--- src/rtl/pc_predict_unit.sv ---
// Fetch-stage PC generation for a 5-stage Y86-64 pipeline: predicted-PC register,
// mispredict/ret correction select, and a circular return-address stack for ret prediction.
module pc_predict_unit #(
    parameter int             W         = 64,
    parameter int             RAS_DEPTH = 8,
    parameter logic [W-1:0]   RESET_PC  = '0
) (
    input  logic                         clk,
    input  logic                         reset,
    input  logic                         F_stall,
    input  logic [3:0]                   f_icode,
    input  logic [W-1:0]                 f_valC,
    input  logic [W-1:0]                 f_valP,
    input  logic [3:0]                   M_icode,
    input  logic                         M_cnd,
    input  logic [W-1:0]                 M_valA,
    input  logic [3:0]                   W_icode,
    input  logic [W-1:0]                 W_valM,
    input  logic                         W_ret_pred,
    input  logic [W-1:0]                 W_predPC,
    output logic [W-1:0]                 f_pc,
    output logic [W-1:0]                 F_predPC,
    output logic                         f_ret_pred,
    output logic                         redirect,
    output logic [$clog2(RAS_DEPTH):0]   ras_count
);

    localparam int PW = $clog2(RAS_DEPTH);
    localparam int CW = PW + 1;

    localparam logic [3:0] I_JXX  = 4'h7;
    localparam logic [3:0] I_CALL = 4'h8;
    localparam logic [3:0] I_RET  = 4'h9;

    logic [W-1:0]  predpc_q, predpc_d;
    logic [PW-1:0] ptr_q, ptr_d;
    logic [CW-1:0] cnt_q, cnt_d;
    logic [W-1:0]  ras_mem [RAS_DEPTH];

    logic          w_fix, m_fix;
    logic [PW-1:0] ptr_eff;
    logic [CW-1:0] cnt_eff;
    logic [W-1:0]  ras_top;
    logic          is_call, is_ret, push_en;

    // W is older than M, so a ret correction outranks a jXX mispredict.
    always_comb begin
        w_fix    = (W_icode == I_RET) && (!W_ret_pred || (W_valM != W_predPC));
        m_fix    = (M_icode == I_JXX) && !M_cnd;
        redirect = w_fix || m_fix;
        if (w_fix)
            f_pc = W_valM;
        else if (m_fix)
            f_pc = M_valA;
        else
            f_pc = predpc_q;
    end

    // A redirect clears the speculative stack first; any call/ret fetched
    // this cycle then operates on the emptied stack.
    always_comb begin
        ptr_eff    = redirect ? '0 : ptr_q;
        cnt_eff    = redirect ? '0 : cnt_q;
        ras_top    = ras_mem[ptr_eff - PW'(1)];
        is_call    = (f_icode == I_CALL);
        is_ret     = (f_icode == I_RET);
        f_ret_pred = is_ret && (cnt_eff != '0);
        push_en    = !reset && !F_stall && is_call;

        ptr_d    = ptr_eff;
        cnt_d    = cnt_eff;
        predpc_d = f_valP;
        if (f_icode == I_JXX || is_call)
            predpc_d = f_valC;
        else if (f_ret_pred)
            predpc_d = ras_top;

        if (is_call) begin
            ptr_d = ptr_eff + PW'(1);
            cnt_d = (cnt_eff == CW'(RAS_DEPTH)) ? cnt_eff : cnt_eff + CW'(1);
        end else if (f_ret_pred) begin
            ptr_d = ptr_eff - PW'(1);
            cnt_d = cnt_eff - CW'(1);
        end
    end

    always_ff @(posedge clk) begin
        if (reset) begin
            predpc_q <= RESET_PC;
            ptr_q    <= '0;
            cnt_q    <= '0;
        end else if (!F_stall) begin
            predpc_q <= predpc_d;
            ptr_q    <= ptr_d;
            cnt_q    <= cnt_d;
        end
    end

    // When full, the write pointer lands on the oldest entry and overwrites it.
    generate
        for (genvar gi = 0; gi < RAS_DEPTH; gi++) begin : g_ras
            always_ff @(posedge clk) begin
                if (push_en && (ptr_eff == PW'(gi)))
                    ras_mem[gi] <= f_valP;
            end
        end
    endgenerate

    assign F_predPC  = predpc_q;
    assign ras_count = cnt_q;

endmodule

--- config.mk ---
export PLATFORM = sky130hd
export DESIGN_NAME = pc_predict_unit
export DESIGN_NICKNAME = d
export VERILOG_FILES = /design/src/rtl/pc_predict_unit.sv
export SDC_FILE = /design/constraint.sdc
export NUM_CORES = 1
export LEC_CHECK = 0
export BUFFER_PORTS_ARGS = -buffer_cell sky130_fd_sc_hd__clkbuf_2
export CORE_UTILIZATION = 56
export CTS_BUF_LIST = sky130_fd_sc_hd__clkbuf_8 sky130_fd_sc_hd__clkbuf_16
export CTS_CLUSTER_SIZE = 20
export DETAILED_ROUTE_END_ITERATION = 7
export GPL_TIMING_DRIVEN = 1
export PLACE_DENSITY = 0.87
export SETUP_SLACK_MARGIN = 0.05
export SLEW_MARGIN = 10
export SYNTH_ARGS = -nofsm -noshare
export SYNTH_HDL_FRONTEND = slang
export SYNTH_SLANG_ARGS = --single-unit
--- constraint.sdc ---
create_clock -name clk -period 5.9 [get_ports clk]
set_input_delay 0.295 -clock clk [delete_from_list [all_inputs] [get_ports clk]]
set_output_delay 0.295 -clock clk [all_outputs]
set_load 0.02 [all_outputs]
==> impl_results.md <==
- Result of the run: finished, final reports clean
- Total of flip-flops plus latches after synthesis: a little under 600
- Post-CTS sizing: 0
- Sequential element share of the synthesized area: 0.6572
- Worst hold slack across all endpoints: 0.01845 ns
- CTS tree: done
- H-tree levels: 2
- Width of the chip: 215.6 um
- DIE AREA: between 0.04 and 0.05 mm2
- Part of the total power dissipated in combinational logic: 0.088
- Boundary pin count: approximately 470
- Pwr Total: a little over 9000 uW
- Number of standard cells in the final layout excluding fillers: ~3400
- Post-Synthesis Net Count: 2640
- Data arrival time of the critical path: about 4.7 ns
- Cell accounting for the most synthesized area: sky130_fd_sc_hd__edfxtp_1
- Leading cell types by total area after synthesis: sky130_fd_sc_hd__edfxtp_1 60%, sky130_fd_sc_hd__nand2_1 9.5%, sky130_fd_sc_hd__dfxtp_1 5.6%
- Clock slew at reported path FFs: roughly 0.060 ns
- Number of vias per cell: around 6.4
- Reported leakage power: between 0.01 and 0.015 uW
- DRT antenna net count: 0
- Initial core utilization: 0.5729
- # setup viols final: 0
- Initial DRC count: slightly above 3000
- First-pass GRT wire length: ~130 mm
- RSZ-0062 raised after global routing: false
- Post-detailed-placement half-perimeter wirelength: about 54 mm
- Worst Setup Path Type: in -> out
- Root buffer cell: sky130_fd_sc_hd__clkbuf_16
- CTS max path bufs: 3
- Pin count of the biggest net entering global routing: approximately 120
- Final wirelength: slightly below 90 mm
- Worst vdd ir: 0.2873 mV
- Vias: between 20000 and 25000
- Highest attainable clock frequency: 0.2014 GHz
- Data required, critical path: 5.61 ns
- Count of warnings emitted by yosys: 0
- Leading cell type by number of instances after synthesis: sky130_fd_sc_hd__nand2_1
- Netlist Area Pre-Place: 0.02556 mm2
- Average cell area after synthesis: around 11 um2
- Via count of the first global-routing pass: approximately 21000
- Most used DFF post-synth: sky130_fd_sc_hd__edfxtp_1
- Biggest cell delay along the critical path: 0.95 ns
- Min-delay worst type: in -> reg
- Reg-to-reg setup timing slack: about 2.6 ns
- Relative max-transition margin: 0.2172
- Total number of placement rows: between 70 and 80
- Crit path max fanout: about 60
- Pint: approximately 7100 uW
- Worst setup margin: 0.9341 ns
- Insertion delay of the later-clocked pin in the worst-skew pair: 0.62 ns
- Share of power burned in the clock network: 0.416
- Number of optimization iterations in the first detailed-route pass: 6
- Total grt overflow: 0
- Net switching power: approximately 2100 uW
- Series of cell instances along the critical path: clkbuf_2 -> xor2_1 -> nor4_1 -> nand4_1 -> nor3_2 -> a21o_4 -> buf_4 -> buf_4 -> nor2_1 -> a31oi_1 -> clkbuf_2
- Slowest library cell on the worst path: sky130_fd_sc_hd__nor4_1
- Number of sinks driven by the clock tree: 583
- Area delta synth->final: 21.70%
- Post-synthesis cell count: roughly 2300
- Count of fill cells added during filler insertion: ~3000
- Tcrit/Tclk final: 0.8417
- Core Area: around 0.045 mm2
- Async set-reset flop share out of synthesis: 0
- Clock Skew: between 0.02 and 0.025 ns
- Final hold vios: 0
- Routed wire length per instance: about 26 um
- Commonest cells post-synth: 646 x sky130_fd_sc_hd__nand2_1, 512 x sky130_fd_sc_hd__edfxtp_1, 197 x sky130_fd_sc_hd__nand3_1
- Net count of the finished layout: ~3100
- Number of maximum-capacitance constraint violations: 0
- Final critical delay including setup and external delays: 4.966 ns
- Net Sw Frac: 0.2314
- Die Y-Extent: approximately 220 um
- Slew at the pin closest to its max-slew limit: between 1 and 1.5 ns
- Last weighted congestion value of the routability-driven placer: 0.9604
- Worst setup timing slack at the placement stage: 0.5846 ns
- TritonCTS Buffers: 56
- Dpl cells: 3239
- Total of hold buffers inserted after clock tree synthesis: slightly below 60
- Global router's overall resource usage: 0.3695
- Sum of negative setup slack: 0 ns
- Power share of the sequential group: 0.496
- Unique cell type count in the Yosys netlist: 57
- Element type at the critical path start: input pin
- Number of synthesized flops with an enable pin: roughly 500
- Input/output buffers: between 400 and 500
- Fin. max-slew vios: 0
- Fraction of synthesized cell area taken by the top area cell type: 0.6016
- Number of antenna violations at the first check in global routing: 6
- PwrDens: just under 300 mW/mm2
- Post-CTS Setup Repair Bufs: 0
- Share of post-route cells with drive strength above 1: 0.2281
- CP Capture Type: output pin
- DRC: 0
[state kept, by name, indices dropped and copies added (netlist names)]
name,cells
ras_mem,512
ptr_q,3
F_predPC,64
ras_count,4
[layout make-up]
class / count / area, um2 / share of cell area
clock buffer: 62 / 1484 / 0.04771
tap: 592 / 740.7 / 0.02382
timing repair buffer: 573 / 3401 / 0.1093
inverter: 17 / 66.31 / 0.002132
antenna: 4 / 10.01 / 0.0003218
multi-input combinational: 1532 / 8087 / 0.2600
sequential: 583 / 16800 / 0.5400
clock inverter: 43 / 518.0 / 0.01665
[cell usage in the layout, fill, tap and decap left out, drive strengths merged, types with 2 or more instances in the layout]
master       synthesis  final
xnor2                8      8
edfxtp             512    512
nor2               144    144
dfxtp               71     71
nor4                11     11
a31oi              128    128
o221ai              65     65
nand4                5      5
dlygate4sd3          0     58
a221oi               3      3
and3                70     70
buf                 59     47
nand3b               2      2
ha                   7      7
nand2b               5      5
o21ai                8      8
inv                 17     31
xor2                47     47
clkbuf             105    530
nand2              646    646
nand3              197    197
clkinvlp             0      7
a41o                64     64
nor3b                3      3
a21oi               75     75
mux2                 2      2
and2                 2      2
bufinv               0     11
nor3                 4      4
nor2b                6      6
clkinv               0     11
diode                0      4
or4                  3      3
or2                  3      3
o211ai               7      7
[cell families (layout without fill, tap and decap cells)]
family                   Yosys count  count (layout)  synth area share
AND/OR/NAND/NOR                 1105            1105            0.1863
adder cells (fa/ha/maj)            7               7          0.003427
AO/OA/AOI/OAI                    362             362            0.1031
flip-flops                       583             583            0.6572
multiplexers                       3               3          0.001273
XOR/XNOR                          55              55           0.01885
buffers and inverters            181             695           0.02982
other                              0               4                 0
[per-layer routing]
| layer | vias to the layer above | global-route usage | part of all wire |
|---|---|---|---|
| met5 | - | 0 | 0.00047 |
| met4 | 6 | 0.2099 | 0.061 |
| met3 | 335 | 0.09274 | 0.14 |
| met2 | 1821 | 0.5771 | 0.46 |
| met1 | 10400 | 0.4719 | 0.34 |
| li1 | 9354 | - | - |
[per-stage QoR]
| step | util | area [um2] |
|---|---|---|
| 2_1_floorplan | - | 25560 |
| 3_3_place_gp | 0.6391 | 28510 |
| 3_5_place_dp | 0.6391 | 28510 |
| 4_1_cts | 0.6970 | 31090 |
| 5_1_grt | 0.6971 | 31100 |
| 6_report | 0.6973 | 31100 |
[final timing paths]
path / to / startpoint / cells after the start
worst max-delay path: f_pc[39] / W_predPC[59] / 11
worst min-delay path: ras_mem[2][25] / f_valP[25] / 1
worst max register to register: F_predPC[57] / ptr_q[0] / 11
worst min register to register: ptr_q[1] / ptr_q[1] / 2
[critical path, delay by kind of cell]
| kind | cells | cell delay (ns) |
|---|---|---|
| AO/OA/AOI/OAI | 2 | 0.62 |
| XOR/XNOR | 1 | 0.15 |
| buffers and inverters | 4 | 1.52 |
| AND/OR/NAND/NOR | 4 | 2.01 |
[power by group through the flow]
stage | clock network, uW | logic (uW) | registers [uW]
final | 3850 | 811 | 4590
after global routing | 4010 | 852 | 4590
after CTS | 3860 | 795 | 4580
after detailed placement | 0 | 756 | 4670
after global placement | 0 | 741 | 4670
after floorplan | 0 | 320 | 4690
(Power assumes the default switching activity.)
